File: config.mk
export PLATFORM = sky130hd
export DESIGN_NAME = controller_tc1_period_meter
export DESIGN_NICKNAME = d
export VERILOG_FILES = /design/src/rtl/controller_tc1_period_meter.sv
export SDC_FILE = /design/constraint.sdc
export NUM_CORES = 1
export LEC_CHECK = 0
export ABC_AREA = 1
export BUFFER_PORTS_ARGS = -buffer_cell sky130_fd_sc_hd__buf_4
export CAP_MARGIN = 30
export CORE_ASPECT_RATIO = 0.5
export CORE_MARGIN = 4
export CORE_UTILIZATION = 65
export DETAILED_ROUTE_END_ITERATION = 10
export PLACE_DENSITY_LB_ADDON = 0.2
export RECOVER_POWER = 100
export SLEW_MARGIN = 15
export SYNTH_ARGS = -nofsm -noshare
export SYNTH_HDL_FRONTEND = slang
export SYNTH_SLANG_ARGS = --single-unit
File: constraint.sdc
create_clock -name clk -period 8.39 [get_ports clk]
set_clock_uncertainty 0.15 [all_clocks]
set_input_delay 0.839 -clock clk [delete_from_list [all_inputs] [get_ports clk]]
set_output_delay 0.839 -clock clk [all_outputs]
set_load 0.05 [all_outputs]
File: src/rtl/controller_tc1_period_meter.sv
// Period meter for an external pulse/tach input. The input is synchronized,
// glitch filtered and edge detected; the interval between consecutive rising
// edges is counted in prescaled ticks and published on a registered status
// word whose top bit is a one-cycle update strobe.
module controller_tc1_period_meter #(
  parameter int unsigned PERIOD_W   = 24,
  parameter int unsigned PRESCALE   = 1,
  parameter int unsigned FILTER_LEN = 4
) (
  input  logic              clk,
  input  logic              reset_n,
  input  logic              enable,
  input  logic              sig_in,
  output logic [PERIOD_W:0] status
);

  localparam int unsigned PRE_W = $clog2(PRESCALE) + 1;

  localparam logic [PRE_W-1:0]    PRE_LAST = PRE_W'(PRESCALE - 1);
  localparam logic [7:0]          RUN_LAST = 8'(FILTER_LEN - 1);
  localparam logic [PERIOD_W-1:0] CNT_MAX  = '1;

  typedef enum logic [1:0] {
    S_IDLE    = 2'd0,
    S_ARM     = 2'd1,
    S_MEASURE = 2'd2
  } state_t;

  // Input conditioning
  logic r_sync1;
  logic r_sync2;
  logic r_filt;
  logic r_filt_d1;
  logic [7:0] r_run;
  logic r_rise;

  // Measurement datapath
  logic [PRE_W-1:0]    r_pre;
  logic [PERIOD_W-1:0] r_cnt;
  logic [PERIOD_W:0]   r_status;
  state_t              r_state;

  // Combinational
  state_t              w_next;
  logic                w_tick;
  logic [PERIOD_W-1:0] w_meas;
  logic                w_reach;
  logic                w_load;
  logic [PERIOD_W-1:0] w_load_data;
  logic [PERIOD_W-1:0] w_cnt_nxt;

  // Two-flop synchronizer on the asynchronous pulse input
  always_ff @(posedge clk or negedge reset_n) begin
    if (!reset_n) begin
      r_sync1 <= 1'b0;
      r_sync2 <= 1'b0;
    end else begin
      r_sync1 <= sig_in;
      r_sync2 <= r_sync1;
    end
  end

  // Glitch filter: adopt the new level only after FILTER_LEN consecutive
  // disagreeing samples; any agreeing sample restarts the run
  always_ff @(posedge clk or negedge reset_n) begin
    if (!reset_n) begin
      r_filt <= 1'b0;
      r_run  <= '0;
    end else if (r_sync2 == r_filt) begin
      r_run <= '0;
    end else if (r_run == RUN_LAST) begin
      r_filt <= r_sync2;
      r_run  <= '0;
    end else begin
      r_run <= r_run + 8'd1;
    end
  end

  // Registered rising-edge detect on the filtered input
  always_ff @(posedge clk or negedge reset_n) begin
    if (!reset_n) begin
      r_filt_d1 <= 1'b0;
      r_rise    <= 1'b0;
    end else begin
      r_filt_d1 <= r_filt;
      r_rise    <= r_filt & ~r_filt_d1;
    end
  end

  assign w_tick = (r_state == S_MEASURE) && (r_pre == PRE_LAST);

  // Prescaler runs only while measuring and restarts on every edge
  always_ff @(posedge clk or negedge reset_n) begin
    if (!reset_n) begin
      r_pre <= '0;
    end else if ((r_state != S_MEASURE) || r_rise || (r_pre == PRE_LAST)) begin
      r_pre <= '0;
    end else begin
      r_pre <= r_pre + PRE_W'(1);
    end
  end

  // Ticks in (previous rise, now], counting a tick that coincides with now
  assign w_meas  = (r_cnt == CNT_MAX) ? CNT_MAX : (r_cnt + PERIOD_W'(w_tick));
  assign w_reach = (w_meas == CNT_MAX);

  // FSM state register
  always_ff @(posedge clk or negedge reset_n) begin
    if (!reset_n) begin
      r_state <= S_IDLE;
    end else begin
      r_state <= w_next;
    end
  end

  // FSM next-state: disable wins, then rise, then timeout
  always_comb begin
    w_next = r_state;
    if (!enable) begin
      w_next = S_IDLE;
    end else begin
      case (r_state)
        S_IDLE:    w_next = S_ARM;
        S_ARM:     if (r_rise) w_next = S_MEASURE;
        S_MEASURE: begin
          if (r_rise) begin
            w_next = S_MEASURE;
          end else if (w_reach) begin
            w_next = S_ARM;
          end
        end
        default:   w_next = S_IDLE;
      endcase
    end
  end

  // FSM outputs: status load decision and next counter value
  always_comb begin
    w_load      = 1'b0;
    w_load_data = w_meas;
    w_cnt_nxt   = r_cnt;
    if (enable && (r_state == S_MEASURE)) begin
      if (r_rise) begin
        w_load      = 1'b1;
        w_load_data = w_meas;
      end else if (w_reach) begin
        w_load      = 1'b1;
        w_load_data = CNT_MAX;
      end
    end
    if ((w_next != S_MEASURE) || r_rise) begin
      w_cnt_nxt = '0;
    end else if (w_tick && (r_cnt != CNT_MAX)) begin
      w_cnt_nxt = r_cnt + PERIOD_W'(1);
    end
  end

  // Period counter and registered status word (strobe is a one-cycle pulse,
  // data holds between updates)
  always_ff @(posedge clk or negedge reset_n) begin
    if (!reset_n) begin
      r_cnt    <= '0;
      r_status <= '0;
    end else begin
      r_cnt              <= w_cnt_nxt;
      r_status[PERIOD_W] <= w_load;
      if (w_load) begin
        r_status[PERIOD_W-1:0] <= w_load_data;
      end
    end
  end

  assign status = r_status;

endmodule
Yosys cells after proc, flatten, opt, wreduce, memory -nomap -nowiden --
Cells that the tools add are included.
Cells by class: reduce and logical (&&, ||, !) cells 9, add/sub/neg operators 4, muxes and demuxes 17, bitwise logic cells 4, eq/ne operators 9
Operator list (count):
- two-way mux 24 bit | 6
- equality test 24 bit, second input constant | 2
- adder 24 x 1 -> 24 bit | 1
- adder 24 x 1 -> 24 bit, second input constant | 1
- inequality test 24 bit, second input constant | 1
- two-way mux 8 bit | 2
- adder 8 x 1 -> 8 bit, second input constant | 1
- equality test 8 x 2 -> 1 bit, second input constant | 1
- two-way mux 2 bit | 4
- case mux 2 bit (3 select lines) | 1
- two-way mux 1 bit | 4
- inequality test 2 bit, second input constant | 2
- logical AND 1 bit | 3
- logical OR 1 bit | 3
- inverter 1 bit | 3
- equality test 2 x 1 -> 1 bit, second input constant | 1
- equality test 2 bit, second input constant | 1
- zero test 2 bit | 1
- AND reduction 2 bit | 1
- nonzero test 2 bit | 1
- adder 1 bit, second input constant | 1
- bitwise AND 1 bit | 1
- equality test 1 bit | 1
Storage, ports and cells: flip-flop bits (word level) 65, logic and storage cells 54, bits of input ports 4

Depth between registers and ports, before layout --
depth in word-level cells 12, depth in mapped cells 23

Worst setup path before layout --
No wires, ideal clock.
path type reg2reg, start register r_state[0], end register r_cnt[14], data required time 8.171 ns, buffers on the path 1, slack 5.696 ns, arrival time 2.475 ns, cell stages (with the launch flop) 23, setup time 0.069 ns, path through dfrtp_1 > inv_1 > nand2_1 > nor2_1 > ha_1 > ha_1 > nand2_1 > nor2_1 > nand2_2 > nor2_1 > nand2_1 > nand2_1 > nand3_1 > nand2_1 > inv_1 > nand2_1 > nor2_1 > nand2_2 > nand2_2 > a21oi_4 > nand2_4 > buf_6 > nor2_2
On the way: word-level cells in the longest chain between the ends 12, elaborated cells on any way between the ends 17
RTL lines:
- start: declaration | line 41 | state_t r_state;
- start signal: assignment | line 112 | r_state <= w_next;
- equality test 2 bit | line 90, 122
- logical AND 1 bit | line 90 | assign w_tick = (r_state == S_MEASURE) && (r_pre == PRE_LAST);
- adder 24 x 1 -> 24 bit | line 104 | assign w_meas = (r_cnt == CNT_MAX) ? CNT_MAX : (r_cnt + PERIOD_W'(w_tick));
- two-way mux 24 bit | line 104
- equality test 24 bit | line 105 | assign w_reach = (w_meas == CNT_MAX);
- two-way mux 2 bit | line 128 | end else if (w_reach) begin
- two-way mux 2 bit | line 126 | if (r_rise) begin
- case mux 2 bit (3 select lines) | line 122 | case (r_state)
- two-way mux 2 bit | line 119 | if (!enable) begin
- inequality test 2 bit | line 151 | if ((w_next != S_MEASURE) || r_rise) begin
- logical OR 1 bit | line 151
- two-way mux 24 bit or nonzero test 2 bit (tied branches)
- end signal: assignment | line 165 | r_cnt <= w_cnt_nxt;
- end: declaration | line 39 | logic [PERIOD_W-1:0] r_cnt;
Parallel ways exist; a longest one is shown, timed or not. A chain may end at the register's enable or synchronous reset.

Final worst setup path --
start register r_state[0], end register r_cnt[8]
The elaborated chain is that of the path after synthesis.

==> reports/results.ini <==
[power]
p_total_uw = 835
vdd_ir_drop_max_v = 0.000270
power_density_nw_per_um2 = 199
p_leak_uw = 0.00201

[global_route]
grtUsageTotal = 0.274
overflow = 0
top_usage_layer = met2
use_met2 = 0.412
antenna_found_initial = 0
grt_util_met1 = 0.368
met3_usage = 0.0977
grt_pass1_wl_um = 14500
grt_pass1_vias = 2952
grt_max_degree = 66

[drt]
drc = 0
drt_iter0_drc = 324
wl_um = 9020
vias_per_cell = 5.44
wire_per_inst_um = 14.8
vias = 3317
drtAntennaViolNets = 0
first_pass_iters = 5

[worst_setup_path]
crit_fanout = 17
cp_slowest_cell = a21oi_1
crit_required_ns = 8.46
crit_path_start_kind = flip-flop
crit_arrival_ns = 4.94
worst_path_most_repeated_cell = nand2_1
crit_chain = inv_1 > nand2_1 > nor2_1 > ha_1 > ha_1 > nand2_1 > nor2_1 > nand2_1 > nor2_1 > nand2_1 > nand2_1 > nand3_1 > nand2_1 > inv_1 > nand2_1 > nor2_1 > nand2_1 > nand2_2 > a21oi_1 > nand2_1 > nor3_1
crit_path_end_kind = flip-flop
max_stage_delay_ns = 0.82
critical_path_class = flip-flop to flip-flop

[timing]
hold_violations = 0
fin_crit_ns = 4.87
rsz0062_at_grt = no
drv_slew = 66
fin_tns_setup_ns = 0
period_share = 0.581
setup-violations-final = 0
tightest_slew_ns = 3.37
max_freq_mhz = 205
slew_headroom = -1.25

[floorplan]
core-area_um2 = 5560
die_w_um = 116
floorplan.initialDensity = 0.681
die-area_um2 = 7190
die_h_um = 62.0
rows = 19
pin_count = 29

[clock_network]
cts_max_level = 3
clk_latency_ns = 0.34
clock_path_buffers = 2
cts_resized = 0
clk_pin_slew_ns = 0.05
cts_setup_buffers = 0
cts_hold_buf = 0
tritoncts = built
cts_buffers = 9
cts_root_buf = clkbuf_16
clkSinkCount = 65

[finish]
antenna_cells = 0
fillers = 451
fin_nets = 540
drive_above_1_share = 0.0894
area_growth_pct = 10.6

[placed_design]
dp.final_hpwl_um = 6540
gp_congestion = 1.01
portBuffers = 28

[yosys]
syn_area_um2 = 3790
synth_area_leaders = dfrtp_1, nand2_1, inv_1, xor2_1, nor2_1
syn_avg_cell_area_um2 = 7.49
synth_cell_types = 29
synthArstFlopShare = 1.00
synth_top_cell_by_area = dfrtp_1
synth_top_area_frac = 0.429
synth_edf_count = 0
synthTopCellsByCount = nand2_1, dfrtp_1, inv_1
synth.most_common_cell = nand2_1
synth-seq-cells = 65
yosysSeqAreaShare = 0.429
ys.flop_type = dfrtp_1
syn_nets = 514
yosysWarnings = 0
synthesis.instances = 506

[worst_hold_path]
min_path_type = flip-flop to flip-flop

[flow_run]
max-cap-violations = 1

[outcome]
violations = max-capacitance violations, max-slew violations
outcome = complete, but fails checks

-- routing by layer --
layer	vias to the layer above	share of wire
li1	1648	-
met1	1511	0.45
met2	141	0.42
met3	17	0.10
met4	0	0.020
met5	-	0
-- worst paths after layout --
kind                       slack, ns       start  cells past startpoint    endpoint
setup reg to reg                3.52  r_state[0]                     21    r_cnt[8]
hold reg to reg                 0.20     r_sync1                      0     r_sync2
setup / recovery                3.52  r_state[0]                     21    r_cnt[8]
max in group asynchronous       4.71     reset_n                      1  status[24]
hold / removal                  0.20     r_sync1                      0     r_sync2
min in group asynchronous       1.48     reset_n                      1     r_sync1
-- state kept, by name, summed over array words and instances (netlist names) --
register and flops:
r_cnt 24, r_state 2, r_filt_d1 1, r_run 8, r_sync1 1, status 25, r_pre 1, r_sync2 1
r_filt 1, r_rise 1
-- cell type report --
type,instances,area (um2),area share
multi-input cells,372,1820,0.434
well taps,73,91.3,0.0218
repair buffers,28,113,0.0269
flip-flops and latches,65,1630,0.388
clock inverters,6,91.3,0.0218
inverters,56,211,0.0505
clock buffers,10,239,0.0570
-- cell usage in the layout (no fill, tap or decap), drive strengths merged, types with 4 or more instances in the layout --
master	Yosys	final
a21oi	8	8
clkbuf	3	37
clkinvlp	0	4
dfrtp	65	65
ha	4	4
inv	54	54
nand2	176	176
nand3	38	38
nand4	23	23
nor2	72	72
nor3	7	7
o21ai	8	8
xnor2	7	7
xor2	23	23
-- power by group --
part / internal (uW) / switching, uW / leakage [uW]
sequential: 331 / 12.3 / 0.000890
combinational: 19.1 / 67.1 / 0.000968
clock: 268 / 137 / 0.000151
total: 618 / 217 / 0.00201
-- critical path, delay by kind of cell, from the launching register on --
family / cells / cell delay, ns
AOI/OAI and AO/OA: 1 / 0.82
adders and majority gates: 2 / 0.48
buffers and inverters: 2 / 0.10
DFF: 1 / 0.39
and+or+nand+nor: 16 / 2.78
-- through the flow --
stage	setup slack (ns)	area [um2]	utilization	cells	hold WS, ns
final	3.52	4190	0.753	610	0.200
after global routing	3.04	4190	0.753	610	0.203
after CTS	4.80	4320	0.776	610	0.202
after detailed placement	4.79	3990	0.717	594	0.190
after global placement	4.89	3990	0.717	594	0.185
after floorplan	5.70	3790	-	506	0.181
-- cells by family after synthesis --
kind of cell	share of synthesized area
AO/OA/AOI/OAI	0.0241
XOR/XNOR	0.0694
adder cells (fa/ha/maj)	0.0132
buffers and inverters	0.0826
flip-flops	0.429
other	0.000990
AND/OR/NAND/NOR	0.380
Note: power is estimated with default switching activity, not from simulation.
